## src/rtl/key_debounce_multi.sv

```systemverilog
// Multi-channel key debouncer: 2-flop synchroniser per channel, shared tick prescaler,
// per-channel stability counter producing a clean level plus rise/fall pulses.
module key_debounce_multi #(
   parameter int unsigned N_CH       = 4,
   parameter int unsigned TICK_DIV   = 500000,
   parameter int unsigned STABLE_CNT = 4,
   parameter logic        RST_LEVEL  = 1'b0
) (
   input  logic            clk,
   input  logic            rst_n,
   input  logic [N_CH-1:0] key_raw,
   output logic [N_CH-1:0] key_level,
   output logic [N_CH-1:0] key_rise,
   output logic [N_CH-1:0] key_fall,
   output logic            tick
);

   localparam int unsigned PW = (TICK_DIV > 1) ? $clog2(TICK_DIV) : 1;
   localparam int unsigned SW = (STABLE_CNT > 1) ? $clog2(STABLE_CNT) : 1;
   localparam logic [PW-1:0] DIV_LAST = PW'(TICK_DIV - 1);
   localparam logic [SW-1:0] CNT_LAST = SW'(STABLE_CNT - 1);

   logic [PW-1:0]            div_q, div_d;
   logic                     tick_q, tick_d;
   logic [N_CH-1:0]          s1_q, s2_q;
   logic [N_CH-1:0]          level_q, level_d;
   logic [N_CH-1:0]          rise_q, rise_d;
   logic [N_CH-1:0]          fall_q, fall_d;
   logic [N_CH-1:0][SW-1:0]  cnt_q, cnt_d;

   // State registers; reset clears everything including partial counts
   always_ff @(posedge clk) begin
      if (!rst_n) begin
         div_q   <= '0;
         tick_q  <= 1'b0;
         s1_q    <= {N_CH{RST_LEVEL}};
         s2_q    <= {N_CH{RST_LEVEL}};
         level_q <= {N_CH{RST_LEVEL}};
         rise_q  <= '0;
         fall_q  <= '0;
         cnt_q   <= '0;
      end else begin
         div_q   <= div_d;
         tick_q  <= tick_d;
         s1_q    <= key_raw;
         s2_q    <= s1_q;
         level_q <= level_d;
         rise_q  <= rise_d;
         fall_q  <= fall_d;
         cnt_q   <= cnt_d;
      end
   end

   // Prescaler: tick is registered one cycle after the count reaches its last value
   always_comb begin
      div_d  = div_q + PW'(1);
      tick_d = 1'b0;
      if (div_q == DIV_LAST) begin
         div_d  = '0;
         tick_d = 1'b1;
      end
   end

   // Per-channel stability counters, advanced only on ticks
   always_comb begin
      level_d = level_q;
      rise_d  = '0;
      fall_d  = '0;
      cnt_d   = cnt_q;
      for (int unsigned i = 0; i < N_CH; i++) begin
         if (tick_q) begin
            if (s2_q[i] == level_q[i]) begin
               cnt_d[i] = '0;
            end else if (cnt_q[i] == CNT_LAST) begin
               level_d[i] = s2_q[i];
               cnt_d[i]   = '0;
               rise_d[i]  = s2_q[i];
               fall_d[i]  = ~s2_q[i];
            end else begin
               cnt_d[i] = cnt_q[i] + SW'(1);
            end
         end
      end
   end

   assign key_level = level_q;
   assign key_rise  = rise_q;
   assign key_fall  = fall_q;
   assign tick      = tick_q;

endmodule

```

## config.mk

```make
export PLATFORM = sky130hd
export DESIGN_NAME = key_debounce_multi
export DESIGN_NICKNAME = d
export VERILOG_FILES = /design/src/rtl/key_debounce_multi.sv
export SDC_FILE = /design/constraint.sdc
export NUM_CORES = 1
export LEC_CHECK = 0
export ABC_AREA = 1
export CAP_MARGIN = 30
export CORE_ASPECT_RATIO = 0.6
export CORE_MARGIN = 2
export CORE_UTILIZATION = 60
export DETAILED_ROUTE_END_ITERATION = 10
export PLACE_DENSITY = 0.8
export RECOVER_POWER = 100
export SETUP_SLACK_MARGIN = 0.05
export SLEW_MARGIN = 20
export SYNTH_ARGS = -nofsm -noshare
export SYNTH_HDL_FRONTEND = slang
export SYNTH_SLANG_ARGS = --single-unit
```

## constraint.sdc

```tcl
create_clock -name clk -period 3.9 [get_ports clk]
set_clock_uncertainty 0.15 [all_clocks]
set_input_delay 0.39 -clock clk [delete_from_list [all_inputs] [get_ports clk]]
set_output_delay 0.39 -clock clk [all_outputs]
set_load 0.005 [all_outputs]
```

==> results of run 1 <==
[routing by layer]
metal	wire [um]	vias to the layer above
li1	-	863
met1	2070	734
met2	1620	46
met3	255	5
met4	35	0
met5	0	-
[metrics by stage]
| step | hold WS (ns) | utilization (%) | instance area [um^2] |
|---|---|---|---|
| 3_5_place_dp | 0.246 | 69.0 | 2240 |
| 6_report | 0.267 | 72.7 | 2360 |
| 3_3_place_gp | 0.242 | 69.0 | 2240 |
| 4_1_cts | 0.269 | 73.0 | 2370 |
| 5_1_grt | 0.297 | 72.7 | 2360 |
| 2_1_floorplan | 0.240 | - | 2030 |
[Yosys cell counts, types with 2 or more instances]
cell                       count
sky130_fd_sc_hd__xnor2_1       6
sky130_fd_sc_hd__nand2_2       3
sky130_fd_sc_hd__nor3b_1       2
sky130_fd_sc_hd__nor2_4        3
sky130_fd_sc_hd__nand3b_1      3
sky130_fd_sc_hd__xor2_1        5
sky130_fd_sc_hd__nand3_1      16
sky130_fd_sc_hd__ha_1          5
sky130_fd_sc_hd__o21ai_1       2
sky130_fd_sc_hd__nor3_1        5
sky130_fd_sc_hd__clkbuf_1      2
sky130_fd_sc_hd__nand4_1       2
sky130_fd_sc_hd__nor2_1       36
sky130_fd_sc_hd__dfxtp_1      48
sky130_fd_sc_hd__a21oi_1      11
sky130_fd_sc_hd__nand2_1      52
sky130_fd_sc_hd__o21ai_0       8
sky130_fd_sc_hd__o22ai_1       2
sky130_fd_sc_hd__nor4_1        2
sky130_fd_sc_hd__inv_1        40
[sequential cells by signal, summed over array words and instances (netlist names)]
name and flops:
tick 1, key_rise 4, key_level 4, div_q 19, cnt_q 8, s1_q 4
s2_q 4, key_fall 4
[power by group]
part / internal, uW / switching, uW / leakage (uW)
Sequential: 496 / 5.33 / 0.000389
Combinational: 10.6 / 14.8 / 0.000521
Clock: 252 / 162 / 0.0000642
Total: 759 / 183 / 0.000974
[critical path, delay by kind of cell]
| family | cells | cell delay [ns] |
|---|---|---|
| buffers and inverters | 2 | 1.12 |
| and+or+nand+nor | 1 | 0.40 |
| AOI/OAI and AO/OA | 1 | 0.23 |
[layout make-up]
cell class / instances / area share, %
Sequential cell: 48 / 40.7
Multi-Input combinational cell: 171 / 37.4
Clock inverter: 2 / 2.55
Timing Repair Buffer: 18 / 7.64
Tap cell: 45 / 2.39
Inverter: 40 / 6.37
Clock buffer: 5 / 2.92
[cells by family after synthesis]
family	Yosys count
AOI/OAI and AO/OA	25
xor gates and xnor gates	11
adders and majority gates	5
buffers and inverters	45
DFF	48
and+or+nand+nor	130
[how the worst max path moves through the flow]
stage	startpoint	end	slack, ns	depth (start not counted)
final	rst_n	cnt_q[0]$_SDFFE_PN0P_	1.82	4
after global routing	rst_n	cnt_q[5]$_SDFFE_PN0P_	1.67	4
after CTS	rst_n	cnt_q[5]$_SDFFE_PN0P_	1.89	4
after detailed placement	rst_n	cnt_q[0]$_SDFFE_PN0P_	1.58	4
after global placement	rst_n	cnt_q[3]$_SDFFE_PN0P_	1.67	4
after floorplan	div_q[0]$_SDFF_PP0_	div_q[9]$_SDFF_PP0_	2.48	7
==> reports/results.env, run 1 <==
TIMING.RR.START='div_q[0]$_SDFF_PP0_'
MOST_COMMON_CELL_AFTER_LAYOUT_FILL_AND_TAPS_ASIDE='sky130_fd_sc_hd__nand2_1'
ROUTED_WIRE_LENGTH_PER_INSTANCE_UM=12.1
REPORT.FINAL.SETUP_VIOL=0
DOMINANTREGCELLSYNTH='sky130_fd_sc_hd__dfxtp_1'
MIN_TO='s2_q[0]$_SDFF_PN0_'
DIE_WIDTH_UM=79.1
YOSYS.AREA_SHARE.ADDER_PCT=3.08
SEQCELLAREA_UM2=961
SYNTHESIZED_AREA_FRACTION_OCCUPIED_BY_XOR_AND_XNOR_CELLS_PCT=4.74
WORSTSKEWPAIRLATENCY_NS=0.30
AREA_TAKEN_BY_MULTI_INPUT_LOGIC_GATES_UM2=882
GLOBAL_ROUTE.USAGE.TOTAL_PCT=23.8
MAXSLEWVIOLCOUNT=0
FF2FF_SETUP_SLACK_NS=1.96
AREA_GROWTH_PCT=16.1
HPWL_AFTER_DETAILED_PLACEMENT_MM=2.90
DRT_PRE_ANTENNA_ITERS=4
CRITICAL-PATH-SLOWEST-CELL='sky130_fd_sc_hd__dlygate4sd3_1'
FINAL_LAYOUT_SIZE_SUFFIX_GT1_SHARE_PCT=5.28
TOTAL_DIE_AREA_MM2=0.00388
WORST_SETUP_PATH_END_KIND='flop'
YOSYS_WARNINGS=0
FINAL_NET_COUNT=295
SYNTHDOMINANTCELLAREASHARE_PCT=47.3
FILLCELL_TOTAL=266
GRT_PASS1_WL_MM=7.15
IO_BUFFER_COUNT=18
NUMBER_OF_BUFFERS_CREATED_BY_CTS=5
GLOBAL_ROUTE.USAGE.MET2_PCT=33.5
SYNTH.AREA.MUX_SHARE_PCT=0
SYNTH_SEQUENTIAL_AREA_RATIO_PCT=47.3
INITIAL_CORE_UTIL_PCT=62.7
NETLIST-CELL-TYPE-COUNT=31
POST_CTS_BUFFERS=0
WORSTHOLDPATHCELLS=2
MAX_FREQ_GHz=0.481
GP_ROUTABILITY_CONGESTION=0.825
WORST_SLEW_MARGIN_REL_PCT=56.8
NATURE_OF_THE_CRITICAL_PATH_STARTPOINT='input port'
FINALNONFILLERCELLS=329
SLOWEST_DELAY_NS=0.91
SYNTHESIS.NETS=275
N_ANTENNA_CELL=0
ANT_NETS=0
PLACEDCELLCOUNT=322
CTS_TREE='yes'
POSTSYNTHREGISTERBITS=48
DRC=0
GRT-BUSIEST-LAYER='met1'
NETLIST_TOP_CELLS_AREA='sky130_fd_sc_hd__dfxtp_1 (47%), sky130_fd_sc_hd__nand2_1 (9.6%), sky130_fd_sc_hd__inv_1 (7.4%)'
NUM_VIAS=1648
TIMING.HOLD.WORST.START='s1_q[0]$_SDFF_PN0_'
GRT_START_MAX_NET_PINS=19
PATH_CLASS='input port to flop'
WORSTPATHARRIVAL_NS=2.16
CORE_AREA_MM2=0.00324
MOST_FREQUENT_CELLS_IN_THE_LAYOUT='sky130_fd_sc_hd__nand2_1 (53), sky130_fd_sc_hd__dfxtp_1 (48), sky130_fd_sc_hd__inv_1 (40)'
CRIT_FANOUT=18
TRANSITION_TIME_AT_THE_PIN_WITH_THE_LEAST_SLEW_MARGIN_NS=0.646
CTS_REPAIR_RESIZE_COUNT=0
RUN_STATUS='finished, final reports clean'
FINAL_HOLD_VIOL_COUNT=0
ASYNC_RESET_FF_SHARE_PCT=0
RSZ0062_AT_GRT='no'
AVGVIACOUNTPERCELL=5.01
SYNTHESIS.AREA_MM2=0.00203
GRT_UTIL_MET1_PCT=35.0
POST-ROUTE-PERIOD-UTIL_PCT=53.3
POST-PLACE-WS_NS=1.58
CRITICAL_PATH.REG2REG.ENDPOINT='div_q[15]$_SDFF_PP0_'
AVGSYNTHCELLAREA_UM2=7.70
SYNTH-COMPOUND-AREA-SHARE_PCT=6.59
VIA_COUNT_OF_THE_FIRST_GLOBAL_ROUTING_PASS=1528
GRT-OVFL-TOTAL=0
CORE.ROWCOUNT=16
DRT_ITER0_MARKERS=170
CLOCK_ROOT_CELL='sky130_fd_sc_hd__clkbuf_8'
REPORT.POWER.TOTAL_uW=941
GR-USAGE-MET3_PCT=7.22
CP_CELL_SEQUENCE='dlygate4sd3_1 > inv_1 > or2_0 > o22ai_1'
SETUP_WS_NS=1.82
CTS_BUFFER_DEPTH=2
REQUIRED_NS=3.98
SYNTH_CELLS=264
WORST_REG_TO_REG_CELLS=8
CLOCK_SINK_COUNT=48
DOMINANT_COMBINATIONAL_CELL_FAMILY_BY_AREA_AFTER_SYNTHESIS='simple AND/OR/NAND/NOR gates'
DESIGN.PORTCOUNT=19
P_LEAK_uW=0.000974
SETUP_TNS_NS=0
PEAKVDDDROP_V=0.000365
SYNTH_EDF_COUNT=0
MAX_CAP_VIOL_COUNT=0
CHIPHEIGHT_UM=49.1
INITIAL_ANTENNA_VIOLATION_COUNT=0
TIMING.HOLD.WORST.CLASS='flop to flop'
SIMPLE_LOGIC_CELL_FRACTION_OF_THE_SYNTHESIZED_AREA_PCT=29.4
PERIOD_NEEDED_NS=2.08
POWER_DENSITY_CELLS_mW_PER_MM2=399
ROUTE.FINAL.WIRE_LENGTH_MM=3.98
SYNTH_AREA_LEADER_CELL='sky130_fd_sc_hd__dfxtp_1'
CLKSLEWWORSTSETUPHOLDPATHS_NS=0.09
POST_CTS_HOLD_BUFFER_COUNT=0
H-TREE-DEPTH=2
No activity file was read; power rests on OpenSTA's default activity.
==> inputs of run 2 (changes only) <==
Settings changed: CORE_UTILIZATION 60 to 56, PLACE_DENSITY 0.8 to 0.75.
Clock period 3.9 ns to 2.1 ns, I/O delays scaled along.
==> reports/results.env, run 2 (synthesis results as in run 1) <==
WHS_NS=0.267
MOST_FREQUENT_CELLS_IN_THE_LAYOUT='sky130_fd_sc_hd__nand2_1 (52), sky130_fd_sc_hd__dfxtp_1 (48), sky130_fd_sc_hd__inv_1 (40)'
HPWL_AFTER_DETAILED_PLACEMENT_MM=2.82
AREA_GROWTH_PCT=15.9
VIA_COUNT_OF_THE_FIRST_GLOBAL_ROUTING_PASS=1373
SLOWEST_DELAY_NS=0.64
FINISH.UTILIZATION_PCT=70.1
DIE_WIDTH_UM=81.8
WORSTPATHARRIVAL_NS=1.81
P_LEAK_uW=0.000972
DRT_PRE_ANTENNA_ITERS=4
MOST_COMMON_CELL_AFTER_LAYOUT_FILL_AND_TAPS_ASIDE='sky130_fd_sc_hd__nand2_1'
IO_BUFFER_COUNT=18
CRIT_FANOUT=18
TOTAL_DIE_AREA_MM2=0.00414
ANT_NETS=0
RSZ0062_AT_GRT='no'
CHIPHEIGHT_UM=50.7
CORE_AREA_MM2=0.00336
SEQCELLAREA_UM2=961
SETUP_WS_NS=0.393
MAXSLEWVIOLCOUNT=0
RUN_STATUS='finished, final reports clean'
TRANSITION_TIME_AT_THE_PIN_WITH_THE_LEAST_SLEW_MARGIN_NS=0.613
PEAKVDDDROP_V=0.000445
NUMBER_OF_BUFFERS_CREATED_BY_CTS=5
REG_TOP3='div_q: 19 flops, cnt_q: 8 flops'
INITIAL_CORE_UTIL_PCT=60.4
WORST_SETUP_PATH_END_KIND='flop'
CP_CELL_SEQUENCE='dlygate4sd3_1 > clkbuf_1 > nand2_4 > inv_1 > nand2_1 > inv_1'
GLOBAL_ROUTE.USAGE.TOTAL_PCT=21.2
FINAL_HOLD_VIOL_COUNT=0
NATURE_OF_THE_CRITICAL_PATH_STARTPOINT='input port'
GRT-OVFL-TOTAL=0
ROUTED_WIRE_LENGTH_PER_INSTANCE_UM=11.5
PATH_CLASS='input port to flop'
DESIGN.PORTCOUNT=19
GP_ROUTABILITY_CONGESTION=0.868
DRC=0
FF2FF_SETUP_SLACK_NS=0.47
CRITICAL_PATH_S_TOP_DELAY_FAMILY='buffers and inverters'
CLKSLEWWORSTSETUPHOLDPATHS_NS=0.08
TIMING.HOLD.WORST.CLASS='flop to flop'
SETUP_TNS_NS=0
FINAL_NET_COUNT=297
PERIOD_NEEDED_NS=1.71
DRT_ITER0_MARKERS=64
MAX_FREQ_GHz=0.586
CTS_BUFFER_DEPTH=2
CTS_TREE='yes'
CRIT_TOP_CELL='sky130_fd_sc_hd__inv_1'
POST-PLACE-WS_NS=0.450
NUMBER_OF_FLIP_FLOPS_IN_THE_LARGEST_REGISTER=19
FINAL_LAYOUT_SIZE_SUFFIX_GT1_SHARE_PCT=5.92
CLOCK_ROOT_CELL='sky130_fd_sc_hd__clkbuf_8'
CLOCK_SINK_COUNT=48
WORSTSKEWPAIRLATENCY_NS=0.30
REQUIRED_NS=2.20
GRT_PASS1_WL_MM=6.35
N_ANTENNA_CELL=0
CTS_REPAIR_RESIZE_COUNT=0
LARGEST_REG_BY_FF_COUNT='div_q'
AREA_TAKEN_BY_MULTI_INPUT_LOGIC_GATES_UM2=890
POST_CTS_HOLD_BUFFER_COUNT=0
REPORT.FINAL.SETUP_VIOL=0
CRITICAL-PATH-SLOWEST-CELL='sky130_fd_sc_hd__dlygate4sd3_1'
PLACEDCELLCOUNT=324
FINALNONFILLERCELLS=332
POST_CTS_BUFFERS=0
WORST_SLEW_MARGIN_REL_PCT=59.1
CORE.ROWCOUNT=16
FILLCELL_TOTAL=306
ROUTE.FINAL.WIRE_LENGTH_MM=3.82
AVGVIACOUNTPERCELL=4.90
CRIT_PATH_BUFFERS_INVERTERS=4
MAX_CAP_VIOL_COUNT=0
POST-ROUTE-PERIOD-UTIL_PCT=81.3
H-TREE-DEPTH=2
INITIAL_ANTENNA_VIOLATION_COUNT=0
GRT_START_MAX_NET_PINS=19
POWER_DENSITY_CELLS_mW_PER_MM2=695
NUM_VIAS=1626
==> run 2: layout make-up <==
cell class              instances  area share [%]
multi-input cells             171            37.8
repair buffers                 20            8.13
clock buffers                   6            3.08
clock inverters                 2            1.49
well taps                      45            2.39
inverters                      40            6.37
flip-flops and latches         48            40.8
==> run 2: power breakdown <==
part           switching, uW  internal, uW  total [uW]
Sequential              8.88           921         930
Combinational           28.5          20.5        48.9
Clock                    306           354         659
Total                    343          1300        1640
==> run 2: final timing paths <==
path | startpoint | to | depth (start not counted)
hold reg to reg | s1_q[1]$_SDFF_PN0_ | s2_q[1]$_SDFF_PN0_ | 2
hold / removal | s1_q[1]$_SDFF_PN0_ | s2_q[1]$_SDFF_PN0_ | 2
setup reg to reg | div_q[0]$_SDFF_PP0_ | div_q[16]$_SDFF_PP0_ | 7
setup / recovery | rst_n | div_q[15]$_SDFF_PP0_ | 6
==> run 2: metal layers <==
layer	up-vias	GRT usage [%]	wire length, um
met2	50	26.0	1400
li1	871	-	-
met1	699	33.0	2110
met5	-	0	0
met4	0	9.17	47
met3	6	6.47	259
==> run 2: per-stage QoR <==
stage,total power (uW),instance area (um^2)
global placement,1000,2250
CTS,1650,2360
global route,1700,2360
floorplan,985,2030
detailed placement,1000,2250
finish,1640,2360
==> run 2: worst register-to-register path, delay by kind of cell, from the launching register on <==
family        cells  cell delay [ns]
flops             1             0.37
fa+ha+maj         1             0.23
simple gates      6             0.77
==> inputs of run 3 (changes only) <==
Settings changed: CORE_UTILIZATION 56 to 50, PLACE_DENSITY 0.75 to 0.71.
Clock period 2.1 ns to 1.45 ns, I/O delays scaled along.
==> reports/results.env, run 3 (synthesis results as in run 1) <==
TIMING.HOLD.WORST.CLASS='input port to flop'
CLOCK_ROOT_CELL='sky130_fd_sc_hd__clkbuf_8'
SEQCELLAREA_UM2=970
CHIPHEIGHT_UM=53.4
MOST_COMMON_CELL_AFTER_LAYOUT_FILL_AND_TAPS_ASIDE='sky130_fd_sc_hd__nand2_1'
CRIT_FANOUT=7
WORSTSKEWPAIRLATENCY_NS=0.30
PWR-SHARE-SEQ_PCT=58.7
PEAKVDDDROP_V=0.000667
TRANSITION_TIME_AT_THE_PIN_WITH_THE_LEAST_SLEW_MARGIN_NS=0.329
INITIAL_ANTENNA_VIOLATION_COUNT=0
MAX_FREQ_GHz=0.709
POWER_DENSITY_CELLS_mW_PER_MM2=871
CRITICAL_PATH.REG2REG.ENDPOINT='div_q[11]$_SDFF_PP0_'
GRT-OVFL-TOTAL=0
NUM_VIAS=1732
VIA_COUNT_OF_THE_FIRST_GLOBAL_ROUTING_PASS=1553
HPWL_AFTER_DETAILED_PLACEMENT_MM=3.06
CELL_INTERNAL_PWR_uW=1780
CRIT_PATH_BUFFERS_INVERTERS=1
CLKSLEWWORSTSETUPHOLDPATHS_NS=0.08
LARGEST_REG_BY_FF_COUNT='div_q'
MOST_FREQUENT_CELLS_IN_THE_LAYOUT='sky130_fd_sc_hd__nand2_1 (52), sky130_fd_sc_hd__dfxtp_1 (41), sky130_fd_sc_hd__inv_1 (39)'
FINAL_HOLD_VIOL_COUNT=0
CTS_TREE='yes'
DRC=0
H-TREE-DEPTH=2
POST-ROUTE-PERIOD-UTIL_PCT=97.3
WORST_SETUP_PATH_END_KIND='flop'
DESIGN.PORTCOUNT=19
N_ANTENNA_CELL=0
WORST_SLEW_MARGIN_REL_PCT=77.8
AREA_GROWTH_PCT=30.0
POWER.SWITCHING_uW=517
GLOBAL_ROUTE.USAGE.TOTAL_PCT=20.6
TOTAL_DIE_AREA_MM2=0.00461
AVGVIACOUNTPERCELL=4.81
FILLCELL_TOTAL=296
WORST_REG_TO_REG_CELLS=7
CP_CELL_SEQUENCE='ha_4 > nand2_2 > nor2_4 > nand3_2 > nand2_4 > buf_12 > a21oi_1'
POST_CTS_HOLD_BUFFER_COUNT=0
WORSTSETUPPATHDEPTH=7
DIE_WIDTH_UM=86.3
FF2FF_SETUP_SLACK_NS=0.04
GP_ROUTABILITY_CONGESTION=0.881
IO_BUFFER_COUNT=18
FINISH.UTILIZATION_PCT=69.8
NATURE_OF_THE_CRITICAL_PATH_STARTPOINT='flop'
REPORT.FINAL.SETUP_VIOL=0
GRT_PASS1_WL_MM=7.11
ROUTE.FINAL.WIRE_LENGTH_MM=4.33
CRITICAL-PATH-SLOWEST-CELL='sky130_fd_sc_hd__dfxtp_2'
REQUIRED_NS=1.49
PATH_CLASS='flop to flop'
RUN_STATUS='finished, final reports clean'
CRITICAL_PATH_S_TOP_DELAY_FAMILY='simple AND/OR/NAND/NOR gates'
POWER.SHARE.COMBINATIONAL_PCT=5.1
MAXSLEWVIOLCOUNT=0
CRIT_PATH_END='div_q[11]$_SDFF_PP0_'
DRT_ITER0_MARKERS=98
GRT_START_MAX_NET_PINS=16
FINAL_LAYOUT_SIZE_SUFFIX_GT1_SHARE_PCT=21.4
ANT_NETS=0
WORSTPATHARRIVAL_NS=1.45
P_LEAK_uW=0.00112
INITIAL_CORE_UTIL_PCT=53.7
DRT_PRE_ANTENNA_ITERS=5
SLOWEST_DELAY_NS=0.36
FINAL_NET_COUNT=323
REG_TOP3='div_q: 19 flops, cnt_q: 8 flops'
PERIOD_NEEDED_NS=1.41
SW_FRAC_OF_TOTAL_PCT=22.5
NUMBER_OF_BUFFERS_CREATED_BY_CTS=5
POST-PLACE-WS_NS=-0.0466
SETUP_WS_NS=0.0397
CORE.ROWCOUNT=17
ROUTED_WIRE_LENGTH_PER_INSTANCE_UM=12.0
AREA_TAKEN_BY_MULTI_INPUT_LOGIC_GATES_UM2=966
STARTPOINT='div_q[1]$_SDFF_PP0_'
TIMING.RR.START='div_q[1]$_SDFF_PP0_'
CORE_AREA_MM2=0.00379
CTS_BUFFER_DEPTH=2
SETUP_TNS_NS=0
CLOCK_POWER_SHARE_PCT=36.2
MAX_CAP_VIOL_COUNT=0
RSZ0062_AT_GRT='yes'
NUMBER_OF_FLIP_FLOPS_IN_THE_LARGEST_REGISTER=19
CLOCK_SINK_COUNT=48
-- run 3: changes by cell type in the layout (fill, tap and decap cells not counted), sizes merged --
cell	before	now
clkdlybuf4s25	0	3
dlygate4sd2	0	9
buf	1	25
clkinvlp	0	2
clkbuf	7	9
bufinv	1	0
dlymetal6s2s	0	1
clkinv	1	0
dlygate4sd3	14	1
-- run 3: tightest hold or removal path: stages --
cell and delay, ns:
sky130_fd_sc_hd__clkdlybuf4s50_1 0.39, sky130_fd_sc_hd__nand2_1 0.06, sky130_fd_sc_hd__inv_1 0.03
-- run 3: cell type report --
type	count	area share, %
Clock buffer	6	3.13
Clock inverter	2	0.568
Multi-Input combinational cell	171	36.6
Tap cell	47	2.23
Inverter	40	5.68
Timing Repair Buffer	46	15.1
Sequential cell	48	36.7
-- run 3: power by group through the flow --
stage	registers, uW	logic, uW	clock network [uW]
global placement	1380	108	0
CTS	1350	112	852
finish	1350	118	833
detailed placement	1380	109	0
floorplan	1380	51.0	0
global route	1350	133	901
-- run 3: repair_timing --
action	CTS	global route
pin swaps	2	4
endpoints found under the hold margin	0	0
gates cloned	0	0
buffers inserted	5	1
gates resized for setup	20	27
endpoints found under the setup margin	27	23
-- run 3: worst min path at each step --
stage                     cells after the start  slack [ns]          startpoint            endpoint
final                                         3        0.22          key_raw[0]  s1_q[0]$_SDFF_PN0_
after global routing                          3        0.24          key_raw[3]  s1_q[3]$_SDFF_PN0_
after CTS                                     3        0.21          key_raw[0]  s1_q[0]$_SDFF_PN0_
after detailed placement                      2        0.25  s1_q[0]$_SDFF_PN0_  s2_q[0]$_SDFF_PN0_
after global placement                        2        0.24  s1_q[0]$_SDFF_PN0_  s2_q[0]$_SDFF_PN0_
after floorplan                               2        0.09          key_raw[0]  s1_q[0]$_SDFF_PN0_
-- run 3: per-layer routing --
metal	part of all wire [%]	vias up	wire (um)	track usage (%)
li1	-	918	-	-
met1	55	751	2380	31.2
met2	37	57	1620	27.9
met3	6.2	6	270	5.62
met4	1.3	0	56	5.73
met5	0	-	0	0
-- run 3: through the flow --
stage	power (uW)	instances	hold WS [ns]	area (um^2)
3_3_place_gp	1480	346	0.244	2430
5_1_grt	2390	360	0.240	2640
3_5_place_dp	1490	346	0.249	2430
2_1_floorplan	1430	264	0.0926	2040
4_1_cts	2310	359	0.214	2590
6_report	2300	360	0.219	2640
